===== src/rtl/alu_pkg.sv =====
// rtl/alu_pkg.sv - shared ALU control codes, FSM state encoding and width default
package alu_pkg;

    localparam int ALU_XLEN = 32;

    localparam logic [3:0] ALU_ADD  = 4'b0000;
    localparam logic [3:0] ALU_SUB  = 4'b0001;
    localparam logic [3:0] ALU_AND  = 4'b0010;
    localparam logic [3:0] ALU_OR   = 4'b0011;
    localparam logic [3:0] ALU_XOR  = 4'b0100;
    localparam logic [3:0] ALU_SLL  = 4'b0101;
    localparam logic [3:0] ALU_SRL  = 4'b0110;
    localparam logic [3:0] ALU_SRA  = 4'b0111;
    localparam logic [3:0] ALU_SLT  = 4'b1000;
    localparam logic [3:0] ALU_SLTU = 4'b1001;

    typedef enum logic [1:0] {
        IDLE  = 2'd0,
        SHIFT = 2'd1,
        HOLD  = 2'd2
    } alu_state_e;

    function automatic logic is_shift_op(input logic [3:0] ctrl);
        return (ctrl == ALU_SLL) || (ctrl == ALU_SRL) || (ctrl == ALU_SRA);
    endfunction

endpackage


===== src/rtl/alu_shift_serial.sv =====
// rtl/alu_shift_serial.sv - bit-serial shifter, one bit position per clock
// Ports: clk_i, rst_ni (async, active-low); load_i captures data_i/shamt_i/dir_right_i/arith_i;
//        next_o is the working value after the shift performed this cycle;
//        done_o flags that this cycle's shift is the last one.
module alu_shift_serial #(
    parameter int XLEN = 32,
    parameter int SHW  = $clog2(XLEN)
) (
    input  logic            clk_i,
    input  logic            rst_ni,
    input  logic            load_i,
    input  logic [XLEN-1:0] data_i,
    input  logic [SHW-1:0]  shamt_i,
    input  logic            dir_right_i,
    input  logic            arith_i,
    output logic [XLEN-1:0] next_o,
    output logic            done_o
);

    logic [XLEN-1:0] data_q;
    logic [SHW-1:0]  count_q;
    logic            right_q;
    logic            arith_q;

    // Fill bit for right shifts: sign bit for SRA, zero for SRL.
    always_comb begin
        next_o = data_q;
        if (right_q) begin
            next_o = {(arith_q & data_q[XLEN-1]), data_q[XLEN-1:1]};
        end else begin
            next_o = {data_q[XLEN-2:0], 1'b0};
        end
    end

    // count_q holds the shifts still to do including the current one.
    assign done_o = (count_q == SHW'(1));

    always_ff @(posedge clk_i or negedge rst_ni) begin
        if (!rst_ni) begin
            data_q  <= '0;
            count_q <= '0;
            right_q <= 1'b0;
            arith_q <= 1'b0;
        end else if (load_i) begin
            data_q  <= data_i;
            count_q <= shamt_i;
            right_q <= dir_right_i;
            arith_q <= arith_i;
        end else if (count_q != '0) begin
            data_q  <= next_o;
            count_q <= count_q - SHW'(1);
        end
    end

endmodule


===== src/rtl/alu_exec_stage.sv =====
// rtl/alu_exec_stage.sv - ALU execute stage with valid/ready handshakes (ALU_FAST_SHIFT_EN selects barrel shifter)
// Ports: clk, rst_n (async, active-low), flush (sync abort);
//        in_valid/in_ready with alu_ctrl, op_a, op_b (op_b low bits = shift amount);
//        out_valid/out_ready with registered result and zero flag.
module alu_exec_stage
    import alu_pkg::*;
#(
    parameter int XLEN = ALU_XLEN
) (
    input  logic            clk,
    input  logic            rst_n,
    input  logic            flush,
    input  logic            in_valid,
    output logic            in_ready,
    input  logic [3:0]      alu_ctrl,
    input  logic [XLEN-1:0] op_a,
    input  logic [XLEN-1:0] op_b,
    output logic            out_valid,
    input  logic            out_ready,
    output logic [XLEN-1:0] result,
    output logic            zero
);

    localparam int SHW = $clog2(XLEN);

    alu_state_e      state_q, state_d;
    logic [XLEN-1:0] result_q, result_d;
    logic            zero_q, zero_d;
    logic            rdy_en_q;
    logic            accept;
    logic [SHW-1:0]  shamt;
    logic [XLEN-1:0] alu_res;

    assign shamt = op_b[SHW-1:0];

    // Single-cycle result. Under the serial build, shift codes fall through to
    // op_a, which is the correct answer only for a zero shift amount; non-zero
    // amounts go through the serial shifter instead.
    always_comb begin
        alu_res = '0;
        unique case (alu_ctrl)
            ALU_ADD:  alu_res = op_a + op_b;
            ALU_SUB:  alu_res = op_a - op_b;
            ALU_AND:  alu_res = op_a & op_b;
            ALU_OR:   alu_res = op_a | op_b;
            ALU_XOR:  alu_res = op_a ^ op_b;
`ifdef ALU_FAST_SHIFT_EN
            ALU_SLL:  alu_res = op_a << shamt;
            ALU_SRL:  alu_res = op_a >> shamt;
            ALU_SRA:  alu_res = XLEN'($signed(op_a) >>> shamt);
`else
            ALU_SLL,
            ALU_SRL,
            ALU_SRA:  alu_res = op_a;
`endif
            ALU_SLT:  alu_res = {{(XLEN-1){1'b0}}, ($signed(op_a) < $signed(op_b))};
            ALU_SLTU: alu_res = {{(XLEN-1){1'b0}}, (op_a < op_b)};
            default:  alu_res = '0;
        endcase
    end

`ifndef ALU_FAST_SHIFT_EN
    logic            sh_load;
    logic            sh_done;
    logic [XLEN-1:0] sh_next;
    logic            is_shift;

    assign is_shift = is_shift_op(alu_ctrl);

    alu_shift_serial #(
        .XLEN (XLEN),
        .SHW  (SHW)
    ) u_shift (
        .clk_i       (clk),
        .rst_ni      (rst_n),
        .load_i      (sh_load),
        .data_i      (op_a),
        .shamt_i     (shamt),
        .dir_right_i (alu_ctrl != ALU_SLL),
        .arith_i     (alu_ctrl == ALU_SRA),
        .next_o      (sh_next),
        .done_o      (sh_done)
    );
`endif

    // rdy_en_q keeps in_ready low during reset and until the first clock after release.
    // flush also masks in_ready so an upstream handshake never sees an accept being dropped.
    assign in_ready = rdy_en_q & ~flush &
                      ((state_q == IDLE) | ((state_q == HOLD) & out_ready));
    assign accept   = in_valid & in_ready;

    always_comb begin
        state_d  = state_q;
        result_d = result_q;
        zero_d   = zero_q;
`ifndef ALU_FAST_SHIFT_EN
        sh_load  = 1'b0;
`endif
        if (flush) begin
            state_d = IDLE;
        end else begin
            unique case (state_q)
                IDLE, HOLD: begin
                    if ((state_q == HOLD) && out_ready) begin
                        state_d = IDLE;
                    end
                    if (accept) begin
`ifndef ALU_FAST_SHIFT_EN
                        if (is_shift && (shamt != '0)) begin
                            state_d = SHIFT;
                            sh_load = 1'b1;
                        end else begin
                            state_d  = HOLD;
                            result_d = alu_res;
                            zero_d   = (alu_res == '0);
                        end
`else
                        state_d  = HOLD;
                        result_d = alu_res;
                        zero_d   = (alu_res == '0);
`endif
                    end
                end
                SHIFT: begin
`ifndef ALU_FAST_SHIFT_EN
                    if (sh_done) begin
                        state_d  = HOLD;
                        result_d = sh_next;
                        zero_d   = (sh_next == '0);
                    end
`else
                    state_d = IDLE;
`endif
                end
                default: state_d = IDLE;
            endcase
        end
    end

    always_ff @(posedge clk or negedge rst_n) begin
        if (!rst_n) begin
            state_q  <= IDLE;
            result_q <= '0;
            zero_q   <= 1'b0;
            rdy_en_q <= 1'b0;
        end else begin
            state_q  <= state_d;
            result_q <= result_d;
            zero_q   <= zero_d;
            rdy_en_q <= 1'b1;
        end
    end

    assign out_valid = (state_q == HOLD);
    assign result    = result_q;
    assign zero      = zero_q;

endmodule


===== config.mk =====
export PLATFORM = sky130hd
export DESIGN_NAME = alu_exec_stage
export DESIGN_NICKNAME = d
export VERILOG_FILES = /design/src/rtl/alu_pkg.sv /design/src/rtl/alu_shift_serial.sv /design/src/rtl/alu_exec_stage.sv
export SDC_FILE = /design/constraint.sdc
export NUM_CORES = 1
export LEC_CHECK = 0
export BUFFER_PORTS_ARGS = -buffer_cell sky130_fd_sc_hd__buf_2
export CAP_MARGIN = 20
export CORE_MARGIN = 5
export CORE_UTILIZATION = 65
export DETAILED_ROUTE_END_ITERATION = 7
export MAX_ROUTING_LAYER = met4
export PLACE_DENSITY_LB_ADDON = 0.1
export SYNTH_ARGS = -nofsm -noshare
export SYNTH_HDL_FRONTEND = slang
export SYNTH_SLANG_ARGS = --single-unit

===== constraint.sdc =====
create_clock -name clk -period 8.13 [get_ports clk]
set_input_delay 1.626 -clock clk [delete_from_list [all_inputs] [get_ports clk]]
set_output_delay 1.626 -clock clk [all_outputs]
set_load 0.02 [all_outputs]

==> metrics.txt, run 1 <==
status completed; Synth Cell Area 9987 um2; routed vias/inst 7.004; HPWL after DPL 27890 um; maxcap violations 0; Root Driver clkbuf_16; Routability Congestion 1.071; Die H 134.0 um; area leader, netlist dfrtp_1; WP data required 8.39 ns; Post-synth ARST share 100.0%; CP Buf/Inv Count 2; Post-Route Setup TNS 0 ns; mean routed wirelength per cell 22.30 um; antenna-violating nets left 0; CTS Hold Bufs 0; I/O Buffers 107; YS warnings 0; most instantiated cells after synthesis 198 x nor2_1, 171 x a21oi_1, 130 x nand2_1, 116 x ha_1, 99 x inv_1; Max VDD drop 0.1393 mV; kind of end point of the critical path register; RSZ-0062 raised after global routing no; number of DRC markers in iteration 0 1735; Synth Flop Type dfrtp_1; Area Overhead vs Synth 7.667%; I/O Pins 108; worst-skew pair later-pin latency 0.33 ns; CTS tree done; count leader, synth nor2_1; cell family with most CP delay compound AO/OA/AOI/OAI gates; #FFs+latches synth 75; Final min period 5.600 ns; Synth area leaders dfrtp_1 19%, ha_1 15%, a21oi_1 8.6%; share of layout cells above drive strength 1 11.46%; Final Max Slew Viols 0; global-route wire length before repair 56060 um; crit-path max FO 6; max incr delay on CP 0.88 ns; Worst slew margin 35.19%; CTS buffer count 9; sequential area share after synthesis 18.79%; PD cells 193.0 nW/um2; Mapped Cells 1406; top-area cell type share of the netlist area 18.79%; Sink Count 75; Vias 11470; max layer used met4; WHS 0.4731 ns; Post-synth EDFFs 0; CTS resizes 0; grt total ovfl 0; Tot GR Track Use 40.36%; CTS clk-pin slew, worst paths 0.05 ns; Final Setup Violations 0; Critical Path, Cell by Cell buf_2 -> inv_1 -> ha_1 -> or2_2 -> a211o_1 -> a21oi_2 -> a22oi_2 -> a21o_4 -> xnor2_1 -> a2111oi_1 -> o2111ai_1 -> nor4_1 -> nand4_1 -> nor4_1 -> a221o_1; max frequency 178.6 MHz; cell repeated most along the worst path nor4_1; final routed DRC violation total 0; met2 WL 15410 um; Metal-1 WL 14380 um; DIE AREA 17940 um2; crit path kind input port to register; Post-CTS Repair Setup Buffers 0; Initial Utilization 65.94%; site row count 45; WP data arrival 5.86 ns; fin nets 1639; Core Footprint 15150 um2; sequential cell area 1877 um2; leakage power 5.069 nW; Synth cell types 89; 1st-pass router iterations 8; clock tree buffer depth 2; Worst Clk Skew 0.005336 ns; slowest CP cell a2111oi_1; HP Class register to register; Hold Violations, Final 0; footprint of the multi-input gates 7370 um2; vias in the first global route 10350; startpoint types input port; Worst Tran Pin Value 0.9657 ns; Net Count, Synth 1597; met3 wire length 5046 um; final WL 36530 um; Fill cells 1261; H-tree Lvls 3; initial antenna violation count 1; syn_area_per_cell 7.103 um2; Final Cycle Share 68.88%; largest net degree at the start of global routing 78; Die Span X 134.0 um
==> final timing paths <==
path                                  from                  to  slack (ns)  cells after the start
worst max-delay path               op_a[1]                zero        2.53                     15
worst min-delay path            result[19]          result[19]        0.47                      2
worst max register to register  state_q[0]                zero        4.09                     12
worst min register to register  result[19]          result[19]        0.47                      2
max in group asynchronous            rst_n  u_shift.data_q[26]        6.12                      1
min in group asynchronous            rst_n  u_shift.count_q[2]        1.43                      1
==> layer usage <==
layer	track usage, %	up-vias
met5	-	-
met2	59.74	903
met3	9.902	160
met4	15.31	0
li1	-	5148
met1	53.48	5261
==> flip-flops by register name, indices dropped and copies added (netlist names) <==
register / flops
u_shift.right_q: 1
rdy_en_q: 1
u_shift.arith_q: 1
u_shift.count_q: 5
result: 32
state_q: 2
u_shift.data_q: 32
zero: 1
==> power breakdown <==
part	leakage [nW]	switching, mW	internal (mW)
Clock	0.117	0.133	0.199
Sequential	0.906	0.102	0.513
Combinational	4.05	0.744	0.385
==> kinds of logic after synthesis <==
group,after synthesis,synth area share [%]
adder cells (fa/ha/maj),118,14.93
XOR/XNOR,6,0.5262
buffers and inverters,190,7.717
other,1,0.03755
AO/OA/AOI/OAI,472,30.64
flip-flops,75,18.79
multiplexers,48,4.873
AND/OR/NAND/NOR,496,22.48
==> metrics by stage <==
step / utilization, % / power [mW] / setup WS, ns / instances / area (um2)
floorplan: - / 1.355 / 3.465 / 1406 / 9987
global placement: 69.20 / 1.675 / 2.324 / 1623 / 10480
detailed placement: 69.20 / 1.689 / 2.332 / 1623 / 10480
CTS: 70.77 / 2.026 / 2.654 / 1635 / 10720
global route: 71.00 / 2.203 / 2.354 / 1638 / 10750
finish: 71.00 / 2.076 / 2.530 / 1638 / 10750
==> layout by cell type, fill, tap and decap left out, types with 12 or more instances in the layout <==
master,count
nor2_1,198
a21oi_1,171
nand2_1,129
ha_1,116
buf_2,106
inv_1,99
o21ai_0,82
dfrtp_1,75
mux2i_1,43
nor3_1,34
nand3_1,29
nand4_1,22
nor4_1,18
a31oi_1,17
a211oi_1,17
o31ai_1,17
a21o_1,16
a221oi_1,16
o211ai_1,15
nor2b_1,14
o21bai_1,12
buf_4,12
==> worst register-to-register path: cells and delay by family (launching register included) <==
family	cells	cell delay (ns)
and+or+nand+nor	9	2.34
AOI/OAI and AO/OA	2	0.89
DFF	1	0.45
buffers and inverters	1	0.30
==> area by class of cell <==
| type | count | area share (%) |
|---|---|---|
| antenna | 1 | 0.02327 |
| clock buffer | 11 | 2.164 |
| clock inverter | 1 | 0.04654 |
| inverter | 101 | 3.526 |
| multi-input combinational | 1141 | 68.54 |
| sequential | 75 | 17.45 |
| tap | 188 | 2.188 |
| timing repair buffer | 120 | 6.062 |
No activity file was read; power rests on OpenSTA's default activity.
==> run 2, diff against run 1 <==
Settings changed: CORE_UTILIZATION 65 to 61.
Clock period 8.13 ns to 5.2 ns, I/O delays scaled along.
==> metrics.txt, run 2 (synthesized netlist as in run 1, its figures left out) <==
initial antenna violation count 2; startpoint types input port; 1st-pass router iterations 8; Worst slew margin 27.39%; Die H 138.0 um; Hold Violations, Final 0; Area Overhead vs Synth 11.07%; crit-path max FO 17; Initial Utilization 62.42%; final routed DRC violation total 9; fin nets 1665; I/O Buffers 107; grt total ovfl 0; maxcap violations 0; DP Area 10730 um2; Final min period 4.771 ns; Sink Count 75; placed insts 1678; number of DRC markers in iteration 0 2050; Critical Path Start op_a[5]; Final Util 69.33%; CTS tree done; Vias 11850; Design Area, Final 11090 um2; mean routed wirelength per cell 23.73 um; site row count 46; Die Span X 138.0 um; largest net degree at the start of global routing 76; HPWL after DPL 30210 um; Max VDD drop 0.2857 mV; total chip power 3.542 mW; worst r2r src u_shift.count_q[2]; Root Driver clkbuf_16; worst-skew pair later-pin latency 0.34 ns; Worst Tran Pin Value 1.075 ns; CTS Hold Bufs 0; most frequent cells in the layout 198 x nor2_1, 171 x a21oi_1, 129 x nand2_1; Core Footprint 16000 um2; DIE AREA 19030 um2; clock tree buffer depth 2; failing checks design-rule violations; WP data required 5.42 ns; RSZ-0062 raised after global routing no; kind of end point of the critical path register; leakage power 5.245 nW; H-tree Lvls 3; Final Max Slew Viols 0; Post-Route Setup TNS 0 ns; Tot GR Track Use 42.13%; Post-CTS Repair Setup Buffers 0; Worst Clk Skew 0.005996 ns; I/O Pins 108; crit path kind input port to register; final WL 40270 um; status finished with violations; vias in the first global route 10810; routed vias/inst 6.984; PD cells 319.3 nW/um2; CTS resizes 0; share of layout cells above drive strength 1 13.32%; max frequency 209.6 MHz; Routability Congestion 1.059; Fill cells 1287; global-route wire length before repair 60170 um; CTS clk-pin slew, worst paths 0.06 ns; HP Class register to register; final std cells w/o fill 1697; HP Start result[26]; commonest non-fill, non-tap cell in the layout nor2_1; WP data arrival 4.99 ns; Final Cycle Share 91.75%; Final Setup Violations 0; antenna-violating nets left 0; CTS buffer count 9
[run 2: cell types whose count changed in the layout (fill, tap and decap cells not counted), sizes merged]
| cell | before | now |
|---|---|---|
| clkinvlp | 0 | 1 |
| clkinv | 2 | 4 |
| bufinv | 0 | 3 |
| diode | 1 | 2 |
| clkbuf | 11 | 9 |
| buf | 120 | 146 |
[run 2: final cells by class]
type / count / area (um2) / share of cell area [%]
flip-flops and latches: 75 / 1877 / 16.92
clock buffers: 9 / 225.2 / 2.030
inverters: 101 / 379.1 / 3.418
multi-input cells: 1141 / 7365 / 66.39
diodes: 2 / 5.005 / 0.04512
repair buffers: 146 / 855.8 / 7.715
well taps: 216 / 270.3 / 2.436
clock inverters: 7 / 116.4 / 1.049
[run 2: layer usage]
metal / GRT usage [%] / up-vias / wire length (um)
met5: - / - / 0
met4: 16.19 / 0 / 1853
met3: 10.27 / 180 / 5479
met2: 62.61 / 1008 / 17100
met1: 55.55 / 5464 / 15830
li1: - / 5199 / -
[run 2: critical path, stage by stage]
cell and delay [ns]:
buf_2 0.14, inv_1 0.09, ha_1 0.71, o211ai_1 0.23, a211oi_1 0.40, a211oi_1 0.14
o21ai_1 0.33, a31oi_1 0.17, o31ai_1 0.51, a31o_2 0.26, a31oi_1 0.10, xnor2_1 0.15
a211oi_1 0.41, nand2_1 0.10, a22o_1 0.21
[run 2: final timing paths]
path,end,slack (ns),cells after the start
setup / recovery,result[31],0.43,15
min in group asynchronous,rdy_en_q,0.83,1
hold reg to reg,result[26],0.48,2
setup reg to reg,zero,1.65,11
hold / removal,result[26],0.48,2
max in group asynchronous,u_shift.data_q[28],3.76,1
[run 2: where the power goes]
group	total (mW)	switching [mW]	internal, mW
clock network	0.708	0.241	0.467
registers	0.982	0.182	0.800
logic	1.85	1.23	0.622
total	3.54	1.65	1.89
[run 2: per-stage QoR]
stage	worst slack, ns	hold slack, ns
finish	0.4289	0.4827
global route	0.1833	0.5192
CTS	0.5652	0.4831
detailed placement	0.2143	0.4651
global placement	0.3186	0.4558
floorplan	1.121	0.4811
